**src/rtl/mips_control_if.sv**
```systemverilog
// mips_control_if: signal bundle between the control sequencer (master) and the datapath (slave).
interface mips_control_if;
  logic [5:0] opcode;
  logic [5:0] funct;
  logic alu_zero;
  logic dmem_ack;
  logic ir_load;
  logic pc_en;
  logic jmp;
  logic alu_src_imm;
  logic reg_write_enable;
  logic reg_dst_rd;
  logic mem_to_reg;
  logic dmem_req;
  logic dmem_write;
  logic trap;
  logic [1:0] trap_cause;
  logic [2:0] state;
  logic [31:0] instret;
  modport master (
    input opcode, funct, alu_zero, dmem_ack,
    output ir_load, pc_en, jmp, alu_src_imm, reg_write_enable, reg_dst_rd,
    output mem_to_reg, dmem_req, dmem_write, trap, trap_cause, state, instret
  );
  modport slave (
    output opcode, funct, alu_zero, dmem_ack,
    input ir_load, pc_en, jmp, alu_src_imm, reg_write_enable, reg_dst_rd,
    input mem_to_reg, dmem_req, dmem_write, trap, trap_cause, state, instret
  );
endinterface

```
**src/rtl/mips_control.sv**
```systemverilog
// mips_control: multi-cycle MIPS control sequencer with illegal-opcode and memory-timeout traps.
module mips_control #(
  parameter int MEM_TIMEOUT = 15
) (
  input logic clk,
  input logic rst,
  mips_control_if.master bus
);
  typedef enum logic [2:0] {
    FETCH = 3'd0, DECODE = 3'd1, EXECUTE = 3'd2, MEM = 3'd3, WRITEBACK = 3'd4, TRAP = 3'd7
  } state_t;
  state_t cur, nxt;
  logic [5:0] op;
  logic [7:0] wait_cnt;
  logic [1:0] cause;
  logic legal, is_r, is_j, is_beq, is_lw, is_sw, is_imm;
  assign legal = (bus.opcode == 6'h00) ? (bus.funct inside {6'h20, 6'h22, 6'h24, 6'h25, 6'h2a})
                                       : (bus.opcode inside {6'h02, 6'h04, 6'h08, 6'h0f, 6'h23, 6'h2b});
  assign is_r = op == 6'h00;
  assign is_j = op == 6'h02;
  assign is_beq = op == 6'h04;
  assign is_lw = op == 6'h23;
  assign is_sw = op == 6'h2b;
  assign is_imm = op inside {6'h08, 6'h0f, 6'h23, 6'h2b};
  always_ff @(posedge clk) begin
    if (rst) begin
      cur <= FETCH;
      op <= '0;
      wait_cnt <= '0;
      cause <= '0;
      bus.instret <= '0;
    end else begin
      cur <= nxt;
      if (cur == DECODE) op <= bus.opcode;
      cause <= (cur == DECODE && nxt == TRAP) ? 2'd1 : (cur == MEM && nxt == TRAP) ? 2'd2 : cause;
      wait_cnt <= (cur == MEM && nxt == MEM) ? wait_cnt + 8'd1 : '0;
      if (bus.pc_en) bus.instret <= bus.instret + 32'd1;
    end
  end
  // an ack in the last allowed MEM cycle still completes the access
  always_comb begin
    nxt = cur;
    case (cur)
      FETCH: nxt = DECODE;
      DECODE: nxt = legal ? EXECUTE : TRAP;
      EXECUTE: nxt = (is_j || is_beq) ? FETCH : (is_lw || is_sw) ? MEM : WRITEBACK;
      MEM: nxt = bus.dmem_ack ? (is_sw ? FETCH : WRITEBACK)
                              : (wait_cnt == 8'(MEM_TIMEOUT - 1)) ? TRAP : MEM;
      WRITEBACK: nxt = FETCH;
      default: nxt = TRAP;
    endcase
  end
  always_comb begin
    bus.ir_load = cur == FETCH && !rst;
    bus.pc_en = (cur == EXECUTE && (is_j || is_beq)) || (cur == MEM && is_sw && bus.dmem_ack) || cur == WRITEBACK;
    bus.jmp = cur == EXECUTE && (is_j || (is_beq && bus.alu_zero));
    bus.alu_src_imm = is_imm && cur inside {EXECUTE, MEM, WRITEBACK};
    bus.reg_write_enable = cur == WRITEBACK;
    bus.reg_dst_rd = cur == WRITEBACK && is_r;
    bus.mem_to_reg = cur == WRITEBACK && is_lw;
    bus.dmem_req = cur == MEM;
    bus.dmem_write = cur == MEM && is_sw;
    bus.trap = cur == TRAP;
    bus.trap_cause = cause;
    bus.state = cur;
  end
endmodule

```
**src/flat_wrapper.sv**
```systemverilog
// flat-port wrapper written by rule: the top's interface ports become plain ports
module mips_control_flat 
#(
  parameter int MEM_TIMEOUT = 15
)
  (clk, rst, bus_opcode, bus_funct, bus_alu_zero, bus_dmem_ack, bus_ir_load, bus_pc_en, bus_jmp, bus_alu_src_imm, bus_reg_write_enable, bus_reg_dst_rd, bus_mem_to_reg, bus_dmem_req, bus_dmem_write, bus_trap, bus_trap_cause, bus_state, bus_instret);
  mips_control_if bus_i ();
  input logic clk;
  input logic rst;
  input wire logic [$bits(bus_i.opcode)-1:0] bus_opcode;
  input wire logic [$bits(bus_i.funct)-1:0] bus_funct;
  input wire logic [$bits(bus_i.alu_zero)-1:0] bus_alu_zero;
  input wire logic [$bits(bus_i.dmem_ack)-1:0] bus_dmem_ack;
  output wire logic [$bits(bus_i.ir_load)-1:0] bus_ir_load;
  output wire logic [$bits(bus_i.pc_en)-1:0] bus_pc_en;
  output wire logic [$bits(bus_i.jmp)-1:0] bus_jmp;
  output wire logic [$bits(bus_i.alu_src_imm)-1:0] bus_alu_src_imm;
  output wire logic [$bits(bus_i.reg_write_enable)-1:0] bus_reg_write_enable;
  output wire logic [$bits(bus_i.reg_dst_rd)-1:0] bus_reg_dst_rd;
  output wire logic [$bits(bus_i.mem_to_reg)-1:0] bus_mem_to_reg;
  output wire logic [$bits(bus_i.dmem_req)-1:0] bus_dmem_req;
  output wire logic [$bits(bus_i.dmem_write)-1:0] bus_dmem_write;
  output wire logic [$bits(bus_i.trap)-1:0] bus_trap;
  output wire logic [$bits(bus_i.trap_cause)-1:0] bus_trap_cause;
  output wire logic [$bits(bus_i.state)-1:0] bus_state;
  output wire logic [$bits(bus_i.instret)-1:0] bus_instret;
  assign bus_i.opcode = bus_opcode;
  assign bus_i.funct = bus_funct;
  assign bus_i.alu_zero = bus_alu_zero;
  assign bus_i.dmem_ack = bus_dmem_ack;
  assign bus_ir_load = bus_i.ir_load;
  assign bus_pc_en = bus_i.pc_en;
  assign bus_jmp = bus_i.jmp;
  assign bus_alu_src_imm = bus_i.alu_src_imm;
  assign bus_reg_write_enable = bus_i.reg_write_enable;
  assign bus_reg_dst_rd = bus_i.reg_dst_rd;
  assign bus_mem_to_reg = bus_i.mem_to_reg;
  assign bus_dmem_req = bus_i.dmem_req;
  assign bus_dmem_write = bus_i.dmem_write;
  assign bus_trap = bus_i.trap;
  assign bus_trap_cause = bus_i.trap_cause;
  assign bus_state = bus_i.state;
  assign bus_instret = bus_i.instret;
  mips_control #(.MEM_TIMEOUT(MEM_TIMEOUT)) u_core (.clk(clk), .rst(rst), .bus(bus_i));
endmodule
```
**config.mk**
```make
export PLATFORM = sky130hd
export DESIGN_NAME = mips_control_flat
export DESIGN_NICKNAME = d
export VERILOG_FILES = /design/src/rtl/mips_control_if.sv /design/src/rtl/mips_control.sv /design/src/flat_wrapper.sv
export SDC_FILE = /design/constraint.sdc
export NUM_CORES = 1
export LEC_CHECK = 0
export CAP_MARGIN = 20
export CORE_MARGIN = 10
export CORE_UTILIZATION = 45
export DETAILED_ROUTE_END_ITERATION = 10
export PLACE_DENSITY_LB_ADDON = 0.25
export REMOVE_ABC_BUFFERS = 1
export SLEW_MARGIN = 20
export SYNTH_ARGS = -nofsm -noshare
export SYNTH_HDL_FRONTEND = slang
export SYNTH_SLANG_ARGS = --single-unit
```
**constraint.sdc**
```tcl
create_clock -name clk -period 5.5 [get_ports clk]
set_input_delay 0.55 -clock clk [delete_from_list [all_inputs] [get_ports clk]]
set_output_delay 0.55 -clock clk [all_outputs]
set_load 0.03 [all_outputs]
```
==> out/qor.csv <==
stage,metric,value,unit
critical_path,worst_ep_required_time,4950,ps
timing,hold_viol,0,
worst_hold_path,min_to,u_core.bus.trap_cause[0],
drt,ant_nets,0,
floorplanning,core_area,0.005851,sq mm
global_routing,met3_usage,0.05690,
global_routing,grt_pass1_vias,2483,
floorplanning,rows,28,
critical_path,cp.arrival,2660,ps
drt,wirelength,6688,microns
power,powerDensity,299.5,mW/mm^2
timing,finalSetupViolCount,0,
finish,fin_area,0.003446,sq mm
critical_path,r2r-end,u_core.bus.instret[31],
global_routing,use_met2,0.2222,
global_routing,grt_first_pass_wirelength,11340,microns
timing,skew,7.134,ps
drt,wl_per_cell,14.80,microns
synthesis,avgSynthCellArea,8.384,sq um
job,maxCapViolCount,0,
global_routing,antenna_found_initial,0,
timing,rsz0062_at_grt,false,
run_status,status,"finished, final reports clean",
synthesis,syn_inst,321,
critical_path,r2r_slack,2940,ps
floorplanning,ios,63,
timing,finalCriticalPeriod,3207,ps
critical_path,path_class,reg2out,
synthesis,yosysUniqueCellTypes,49,
placement,dp_hpwl,4884,microns
placement,place_area,0.003351,sq mm
global_routing,grt_overflow,0,
placement,place.gp.congestion,0.8266,
floorplanning,die-area,0.009474,sq mm
timing,slew_headroom,0.3706,
finish,final_util,0.5890,
timing,max_freq,311.8,MHz
finish,layout-drive-gt1-share,0.06897,
finish,syn2layout_area_growth,28.03,%
critical_path,reg2reg_from,u_core.bus.instret[4],
placement,placed_cells,444,
synthesis,syn_area,0.002691,sq mm
clock_network,cts.clk_slew.worst_paths,90,ps
placement,portBuffers,62,
global_routing,grt_busiest_layer,met2,
worst_hold_path,min_path_type,reg2reg,
floorplanning,initial_utilization,0.4600,
clock_network,h-tree-depth,2,
clock_network,cts.sinks,51,
timing,layout_worst_path_cycle_share,0.5831,
critical_path,start_kind,register,
drt,drtIter0Drc,125,
clock_network,postCtsSetupBuffers,0,
synthesis,ys.flop_type,dfxtp_1,
drt,vias_per_cell,5.717,
critical_path,cp-end-kind,primary output,
synthesis,synth-seq-cells,51,
global_routing,gr-usage-all-layers,0.1388,
drt,first_pass_iters,5,
floorplanning,dieHeight,97.34,microns
critical_path,reg2reg_depth,5,
worst_hold_path,hold-path-cell-count,2,
global_routing,grt_max_degree,51,
synthesis,synth-seq-area-share,0.3794,
global_routing,met1_usage,0.1620,
timing,worst_slew_pin_slew,938.5,ps
timing,tns,0,ps
clock_network,cts_tree,done,
clock_network,ctsHoldBuffers,0,
clock_network,clkLatencyLatePin,310,ps
power,p_leak,1.164,nW
clock_network,cts_inserted_buffers,5,
synthesis,ys_warn_count,0,
finish,fin_nets,395,
drt,vias,2584,
clock_network,cts-root-buf,clkbuf_8,
critical_path,cp_max_fo,15,
drt,drc,0,
clock_network,cts_resized,0,
finish,stdcell_count,452,
floorplanning,die_x,97.34,microns
power,finalPower,1.032,mW
clock_network,clockBufferDepth,2,
finish,antenna_cells,0,
timing,slew_viol_final,0,
power,vdd_drop_max,276.0,uV
synthesis,async_reset_ff_frac,0,
worst_hold_path,hp-start,u_core.bus.trap_cause[0],
synthesis,synth_enable_flop_cells,0,
==> synth_stat cells, drive strengths merged (9+ instances only) <==
| master | n | share of area |
|---|---|---|
| a21oi | 31 | 0.058 |
| clkbuf | 11 | 0.015 |
| dfxtp | 51 | 0.38 |
| inv | 12 | 0.017 |
| nand2 | 22 | 0.031 |
| nand3 | 13 | 0.024 |
| nand4 | 9 | 0.023 |
| nor2 | 27 | 0.038 |
| o21ai | 14 | 0.026 |
| o31ai | 13 | 0.041 |
| or3 | 14 | 0.033 |
| or4 | 12 | 0.035 |
==> cell usage in the layout (no fill, tap or decap), types with 2 or more instances in the layout <==
master	count
a21oi_1	31
a31o_2	2
a31oi_1	2
and2_1	3
and3_1	5
and4_1	3
and4b_1	3
clkbuf_8	5
clkdlybuf4s50_1	62
clkinv_2	3
dfxtp_1	51
ha_1	3
inv_1	12
mux2_2	7
mux2i_1	7
nand2_1	22
nand2b_1	4
nand3_1	13
nand4_1	8
nor2_1	27
nor2b_1	8
nor3_1	7
nor3b_1	2
nor4_1	5
nor4b_1	2
o21ai_0	14
o31ai_1	12
or3_1	14
or4_1	11
xnor2_1	4
xor2_1	5
==> sequential cells by signal (all words and copies together) (netlist names) <==
signal                 flops
u_core.bus.instret        32
u_core.bus.trap_cause      2
u_core.op                  6
u_core.wait_cnt            8
u_core.bus.state           3
==> cell families (layout without fill, tap and decap cells) <==
family / count (synthesis) / count (layout) / share of synthesized area
flops: 51 / 51 / 0.3794
compound gates: 72 / 72 / 0.1716
mux: 14 / 14 / 0.05533
simple gates: 145 / 145 / 0.3087
xor+xnor: 9 / 9 / 0.02929
buf+inv: 27 / 83 / 0.04184
fa+ha+maj: 3 / 3 / 0.01395
==> where the power goes <==
group | switching (mW) | internal [mW] | leakage (nW)
logic | 0.202 | 0.157 | 0.704
registers | 0.0605 | 0.399 | 0.412
clock network | 0.126 | 0.0874 | 0.0477
total | 0.388 | 0.644 | 1.16
==> worst max-delay path: stages, from the launching register on <==
cell and delay (ps):
dfxtp_1 460, nor2_1 270, nand2_1 190, or4_1 480
nor4_1 210, clkdlybuf4s50_1 740
==> metal layers <==
| layer | up-vias | share of wire |
|---|---|---|
| met5 | - | 0 |
| met4 | 0 | 0.012 |
| met3 | 7 | 0.075 |
| met2 | 56 | 0.46 |
| met1 | 1230 | 0.45 |
| li1 | 1291 | - |
==> worst max-delay path by stage <==
stage | end | cells after the start | start
floorplan | bus_reg_dst_rd | 4 | u_core.bus.state[0]
global placement | bus_pc_en | 6 | bus_dmem_ack
detailed placement | bus_pc_en | 6 | bus_dmem_ack
CTS | bus_reg_dst_rd | 5 | u_core.bus.state[0]
global route | bus_reg_dst_rd | 5 | u_core.bus.state[0]
finish | bus_reg_dst_rd | 5 | u_core.bus.state[0]
==> area by class of cell <==
class / instances / area [sq um]
Clock inverter: 3 / 15.01
Inverter: 12 / 45.04
Multi-Input combinational cell: 243 / 1574
Timing Repair Buffer: 63 / 628.1
Clock buffer: 5 / 68.82
Fill cell: 543 / 2405
Tap cell: 75 / 93.84
Sequential cell: 51 / 1021
==> per-stage QoR <==
stage / hold slack [ps] / setup slack (ps)
after floorplan: 437.4 / 2687
after global placement: 463.2 / 2608
after detailed placement: 463.8 / 2580
after CTS: 481.9 / 2275
after global routing: 505.2 / 2144
final: 484.1 / 2293
(Power assumes the default switching activity.)
